`src/rtl/log_comp_sequencer.sv`:
```
// Serial log-compression controller: reads each mel energy from RAM, takes its MSB index
// through one shared encoder and streams the result over a back-pressurable valid/ready port.
module log_comp_sequencer #(
   parameter int N_FILTERS = 40,
   parameter int IN_WIDTH  = 28,
   parameter int OUT_WIDTH = 6,
   parameter int IDX_WIDTH = 6
) (
   input  logic                 clk,
   input  logic                 rst,
   input  logic                 start,
   input  logic                 abort,
   output logic                 mem_rd_en,
   output logic [IDX_WIDTH-1:0] mem_rd_addr,
   input  logic [IN_WIDTH-1:0]  mem_rd_data,
   output logic                 out_valid,
   input  logic                 out_ready,
   output logic [OUT_WIDTH-1:0] out_data,
   output logic [IDX_WIDTH-1:0] out_idx,
   output logic                 out_last,
   output logic                 busy,
   output logic                 done,
   output logic                 overrun,
   output logic [15:0]          frame_cnt
);

   typedef enum logic [2:0] {IDLE, READ, WAIT, EMIT, DONE} state_t;

   localparam logic [IDX_WIDTH-1:0] LAST_IDX = IDX_WIDTH'(N_FILTERS - 1);

   state_t               state;
   state_t               state_nx;
   logic [IDX_WIDTH-1:0] k;
   logic [IDX_WIDTH-1:0] k_nx;
   logic [OUT_WIDTH-1:0] log_val;
   logic                 transfer;

   // Shared MSB-index encoder; an all-zero word maps to 0 just like a word of 1.
   always_comb begin
      log_val = '0;
      for (int i = 0; i < IN_WIDTH; i++) begin
         if (mem_rd_data[i]) log_val = OUT_WIDTH'(i);
      end
   end

   always_comb begin
      state_nx = state;
      k_nx     = k;
      transfer = (state == EMIT) && out_ready;
      case (state)
         IDLE: begin
            if (start && !abort) begin
               state_nx = READ;
               k_nx     = '0;
            end
         end
         READ: state_nx = abort ? IDLE : WAIT;
         WAIT: state_nx = abort ? IDLE : EMIT;
         EMIT: begin
            if (abort) begin
               state_nx = IDLE;
            end else if (transfer) begin
               if (k == LAST_IDX) begin
                  state_nx = DONE;
               end else begin
                  state_nx = READ;
                  k_nx     = k + IDX_WIDTH'(1);
               end
            end
         end
         DONE:    state_nx = IDLE;
         default: state_nx = IDLE;
      endcase
   end

   // Every output is a flop loaded from the next state, so it lines up with the state register.
   always_ff @(posedge clk) begin
      if (rst) begin
         state       <= IDLE;
         k           <= '0;
         mem_rd_en   <= 1'b0;
         mem_rd_addr <= '0;
         out_valid   <= 1'b0;
         out_data    <= '0;
         out_idx     <= '0;
         out_last    <= 1'b0;
         busy        <= 1'b0;
         done        <= 1'b0;
         overrun     <= 1'b0;
         frame_cnt   <= '0;
      end else begin
         state       <= state_nx;
         k           <= k_nx;
         mem_rd_en   <= (state_nx == READ);
         mem_rd_addr <= k_nx;
         out_valid   <= (state_nx == EMIT);
         busy        <= (state_nx == READ) || (state_nx == WAIT) || (state_nx == EMIT);
         done        <= (state_nx == DONE);
         overrun     <= start && (state != IDLE);
         if (state == WAIT && state_nx == EMIT) begin
            out_data <= log_val;
            out_idx  <= k;
            out_last <= (k == LAST_IDX);
         end
         if (state_nx == DONE) frame_cnt <= frame_cnt + 16'd1;
      end
   end

endmodule

```
`config.mk`:
```
export PLATFORM = sky130hd
export DESIGN_NAME = log_comp_sequencer
export DESIGN_NICKNAME = d
export VERILOG_FILES = /design/src/rtl/log_comp_sequencer.sv
export SDC_FILE = /design/constraint.sdc
export NUM_CORES = 1
export LEC_CHECK = 0
export BUFFER_PORTS_ARGS = -buffer_cell sky130_fd_sc_hd__buf_2
export CAP_MARGIN = 5
export CORE_AREA = 2 2 77 79
export DETAILED_ROUTE_END_ITERATION = 16
export DIE_AREA = 0 0 79 81
export MAX_ROUTING_LAYER = met4
export PLACE_DENSITY = 0.7
export SYNTH_ARGS = -nofsm -noshare
export SYNTH_HDL_FRONTEND = slang
export SYNTH_SLANG_ARGS = --single-unit
```
`constraint.sdc`:
```
create_clock -name clk -period 2.3 [get_ports clk]
set_clock_uncertainty 0.2 [all_clocks]
set_input_delay 0.23 -clock clk [delete_from_list [all_inputs] [get_ports clk]]
set_output_delay 0.23 -clock clk [all_outputs]
set_load 0.02 [all_outputs]
```
==> results by group <==
Clocking
  – Clock buffer count from CTS: 5
  – Setup bufs post-CTS: 0
  – Number of levels in the clock H-tree: 2
  – Clock insertion delay at the later pin of the skew report: 0.30 ns
  – Clock transition at the registers of the reported paths: 0.08 ns
  – Count of clock tree sinks: 42
  – Number of cells upsized or downsized after cts: 0
  – Number of buffers between clock root and the deepest sink: 2
  – Library cell used as clock root buffer: sky130_fd_sc_hd__clkbuf_8
  – Number of buffers added to fix hold violations after cts: 0
  – CTS tree: yes

Worst setup path
  – Slowest stage cell on the critical path: sky130_fd_sc_hd__dfxtp_1
  – Data arrival time of the critical path: 1.99 ns
  – Count of buffering cells on the critical path with inverters included: 1
  – Launching element type of the critical path: register
  – Required time worst endpoint: 2.28 ns
  – Crit-path cells: ha_1 > and4bb_1 > nand4_2 > buf_4 > nor4_4 > xnor2_1 > nor2_1
  – Worst-path maximum fanout: 5
  – Setup CP Type: reg -> reg
  – Worst Setup SP: k[1]$_SDFFE_PP0P_
  – Critical R2R Launch: k[1]$_SDFFE_PP0P_
  – Largest stage delay on the critical path: 0.34 ns
  – Gate family responsible for the most delay along the worst path: simple AND/OR/NAND/NOR gates
  – Endpoint type of the worst setup path: register

STA
  – Final clock period utilization by the worst path: 0.875
  – Final critical-path required period: 2.01 ns
  – Number of max-slew violations in the final report: 0
  – Setup tns final: 0 ns
  – Normalized max-slew margin: 0.610
  – Transition time at the pin with the least slew margin: 0.582 ns
  – RSZ-0062 raised after global routing: no
  – Count of final hold-check violations: 0
  – # setup viols final: 0
  – Highest attainable clock frequency: 497 MHz

Logic synthesis
  – Mapped Cells: 265
  – Area fraction in and, or, nand and nor cells after synthesis: 0.344
  – Number of unique standard cell types used by synthesis: 46
  – Top cell type's share of synthesized area: 0.392
  – Average footprint of a synthesized cell: 8.09 µm²
  – Net count after synthesis: 300
  – Most common cell in the netlist: sky130_fd_sc_hd__dfxtp_1
  – Largest family of logic cells by synthesized area: simple AND/OR/NAND/NOR gates
  – Post-synth top area cell: sky130_fd_sc_hd__dfxtp_1
  – Xor-xnor portion of the synthesized cell area: 0.0531
  – List of most frequent post-synthesis cells: sky130_fd_sc_hd__dfxtp_1 (42), sky130_fd_sc_hd__nor2_1 (39), sky130_fd_sc_hd__nand2_1 (31)
  – Multiplexer area fraction after synthesis: 0.0140
  – Adder-cell share of the synthesized area: 0.0117
  – Total of flip-flops plus latches after synthesis: 42
  – Async set-reset flop share out of synthesis: 0
  – Number of enable-type register cells in the synthesized netlist: 0
  – Top area cells in the synthesized netlist: sky130_fd_sc_hd__dfxtp_1 (39%), sky130_fd_sc_hd__nor2_1 (6.8%), sky130_fd_sc_hd__nand2_1 (5.4%)
  – Proportion of synthesized chip area in sequential cells: 0.392
  – Synth Cell Area: 0.00214 mm²
  – Syn. warnings: 0
  – Leading register cell type out of synthesis: sky130_fd_sc_hd__dfxtp_1
  – Area fraction in compound gates after synthesis: 0.130

Die
  – Die height: 81 µm
  – Ports: 73
  – Area enclosed by the die boundary: 0.00640 mm²
  – Initial cell density of the core: 0.378
  – Horizontal die dimension: 79 µm
  – Area of the core region: 0.00568 mm²
  – Site row count: 28

Power and ir drop
  – Static power due to leakage: 0.00119 µW
  – PD cells: 533 mW/mm²
  – Worst voltage drop across the vdd grid: 0.408 mV
  – Post-layout power: 1440 µW

Layout
  – Synth-to-layout area growth: 26.1%
  – Count of fill cells added during filler insertion: 579
  – Area of the multi-input gates: 0.00119 mm²
  – Proportion of layout cells with a drive suffix above 1: 0.274
  – Layout Nets: 375
  – Area taken by flip-flops and latches: 841 µm²
  – Antenna Diode Count: 0

Route
  – Routed length per instance: 12.2 µm
  – Number of design-rule violations left by the first detailed-router iteration: 71
  – Average via count per standard cell: 4.99
  – Sum of routed wire length over all layers: 5070 µm
  – Count of nets left with antenna violations after detail routing: 0
  – Drt first pass iters: 4
  – Total vias in the final route: 2,070
  – Drc violations: 0

Global routing
  – Via count of the first global-routing pass: 1,948
  – Pin count of the biggest net entering global routing: 25
  – Antenna violations before repair: 0
  – GRT Util Overall: 0.175
  – First-pass GRT wire length: 8650 µm
  – Total congestion overflow after global routing: 0

Place
  – Estimated wirelength of the detail-placed design: 3910 µm
  – Placer Congestion: 0.912
  – Count of port buffers added during placement: 70

Flow run
  – MaxCap Viol Count: 0

Worst hold path
  – Hold WC Path Type: in -> reg
  – Startpoint of the tightest hold check path: start

Run status
  – Run status: complete, no violations
## worst paths after layout
kind / to / slack (ns) / cells after the start
worst min-delay path: overrun$_SDFF_PP0_ / 0.03 / 2
worst max register to register: frame_cnt[10]$_SDFFE_PP0P_ / 0.29 / 7
worst min register to register: out_idx[2]$_SDFFE_PP0P_ / 0.26 / 2
worst max-delay path: frame_cnt[10]$_SDFFE_PP0P_ / 0.29 / 7
## registers in the layout, indices dropped and copies added (netlist names)
signal,flops
out_last,1
out_valid,1
out_data,5
state,3
frame_cnt,16
done,1
mem_rd_en,1
out_idx,6
k,6
busy,1
overrun,1
## report_power, final
group          internal (µW)  leakage [µW]  switching (µW)
Sequential               732      0.000339            3.99
Combinational           43.1      0.000790            66.0
Clock                    347     0.0000573             249
## metrics by stage
stage / instances / cell area [µm²] / setup WS [ns] / utilization / hold slack, ns
CTS: 415 / 2700 / 0.273 / 0.476 / 0.0201
global placement: 408 / 2590 / 0.329 / 0.456 / 0.242
floorplan: 265 / 2140 / 0.227 / - / 0.197
finish: 415 / 2700 / 0.287 / 0.476 / 0.0326
detailed placement: 408 / 2590 / 0.284 / 0.456 / 0.247
global route: 415 / 2700 / 0.143 / 0.476 / 0.0246
## cells by family after synthesis
logic type / Yosys count
adders and majority gates: 2
buffers and inverters: 24
AOI/OAI and AO/OA: 44
muxes: 3
other: 1
xor gates and xnor gates: 13
and+or+nand+nor: 136
DFF: 42
## layer usage
metal  wire, µm  global-route usage
met2       2490               0.297
met1       2300               0.203
met3        202              0.0489
met5          0                   -
met4         74              0.0483
## cell usage in the layout, fill, tap and decap left out, types with 3 or more instances in the layout
cell type                  count
sky130_fd_sc_hd__nor2b_1       4
sky130_fd_sc_hd__and3_1        3
sky130_fd_sc_hd__a211oi_1      4
sky130_fd_sc_hd__o21ai_0       6
sky130_fd_sc_hd__nand2_1      31
sky130_fd_sc_hd__nand3_1       8
sky130_fd_sc_hd__buf_4         9
sky130_fd_sc_hd__xnor2_1      10
sky130_fd_sc_hd__nand2b_1      7
sky130_fd_sc_hd__a21oi_1      20
sky130_fd_sc_hd__clkbuf_8      6
sky130_fd_sc_hd__nand4_1       4
sky130_fd_sc_hd__mux2i_1       3
sky130_fd_sc_hd__dfxtp_1      42
sky130_fd_sc_hd__nor2_1       39
sky130_fd_sc_hd__nand4b_1      3
sky130_fd_sc_hd__buf_2        70
sky130_fd_sc_hd__inv_1        13
sky130_fd_sc_hd__nor3_1       17
sky130_fd_sc_hd__xor2_1        3
sky130_fd_sc_hd__or4_1         3
## final cells by class
class / count / area share
sequential: 42 / 0.311
clock buffer: 6 / 0.0306
inverter: 13 / 0.0181
multi-input combinational: 199 / 0.440
timing repair buffer: 79 / 0.155
tap: 75 / 0.0347
clock inverter: 1 / 0.0111
No activity file was read; power rests on OpenSTA's default activity.
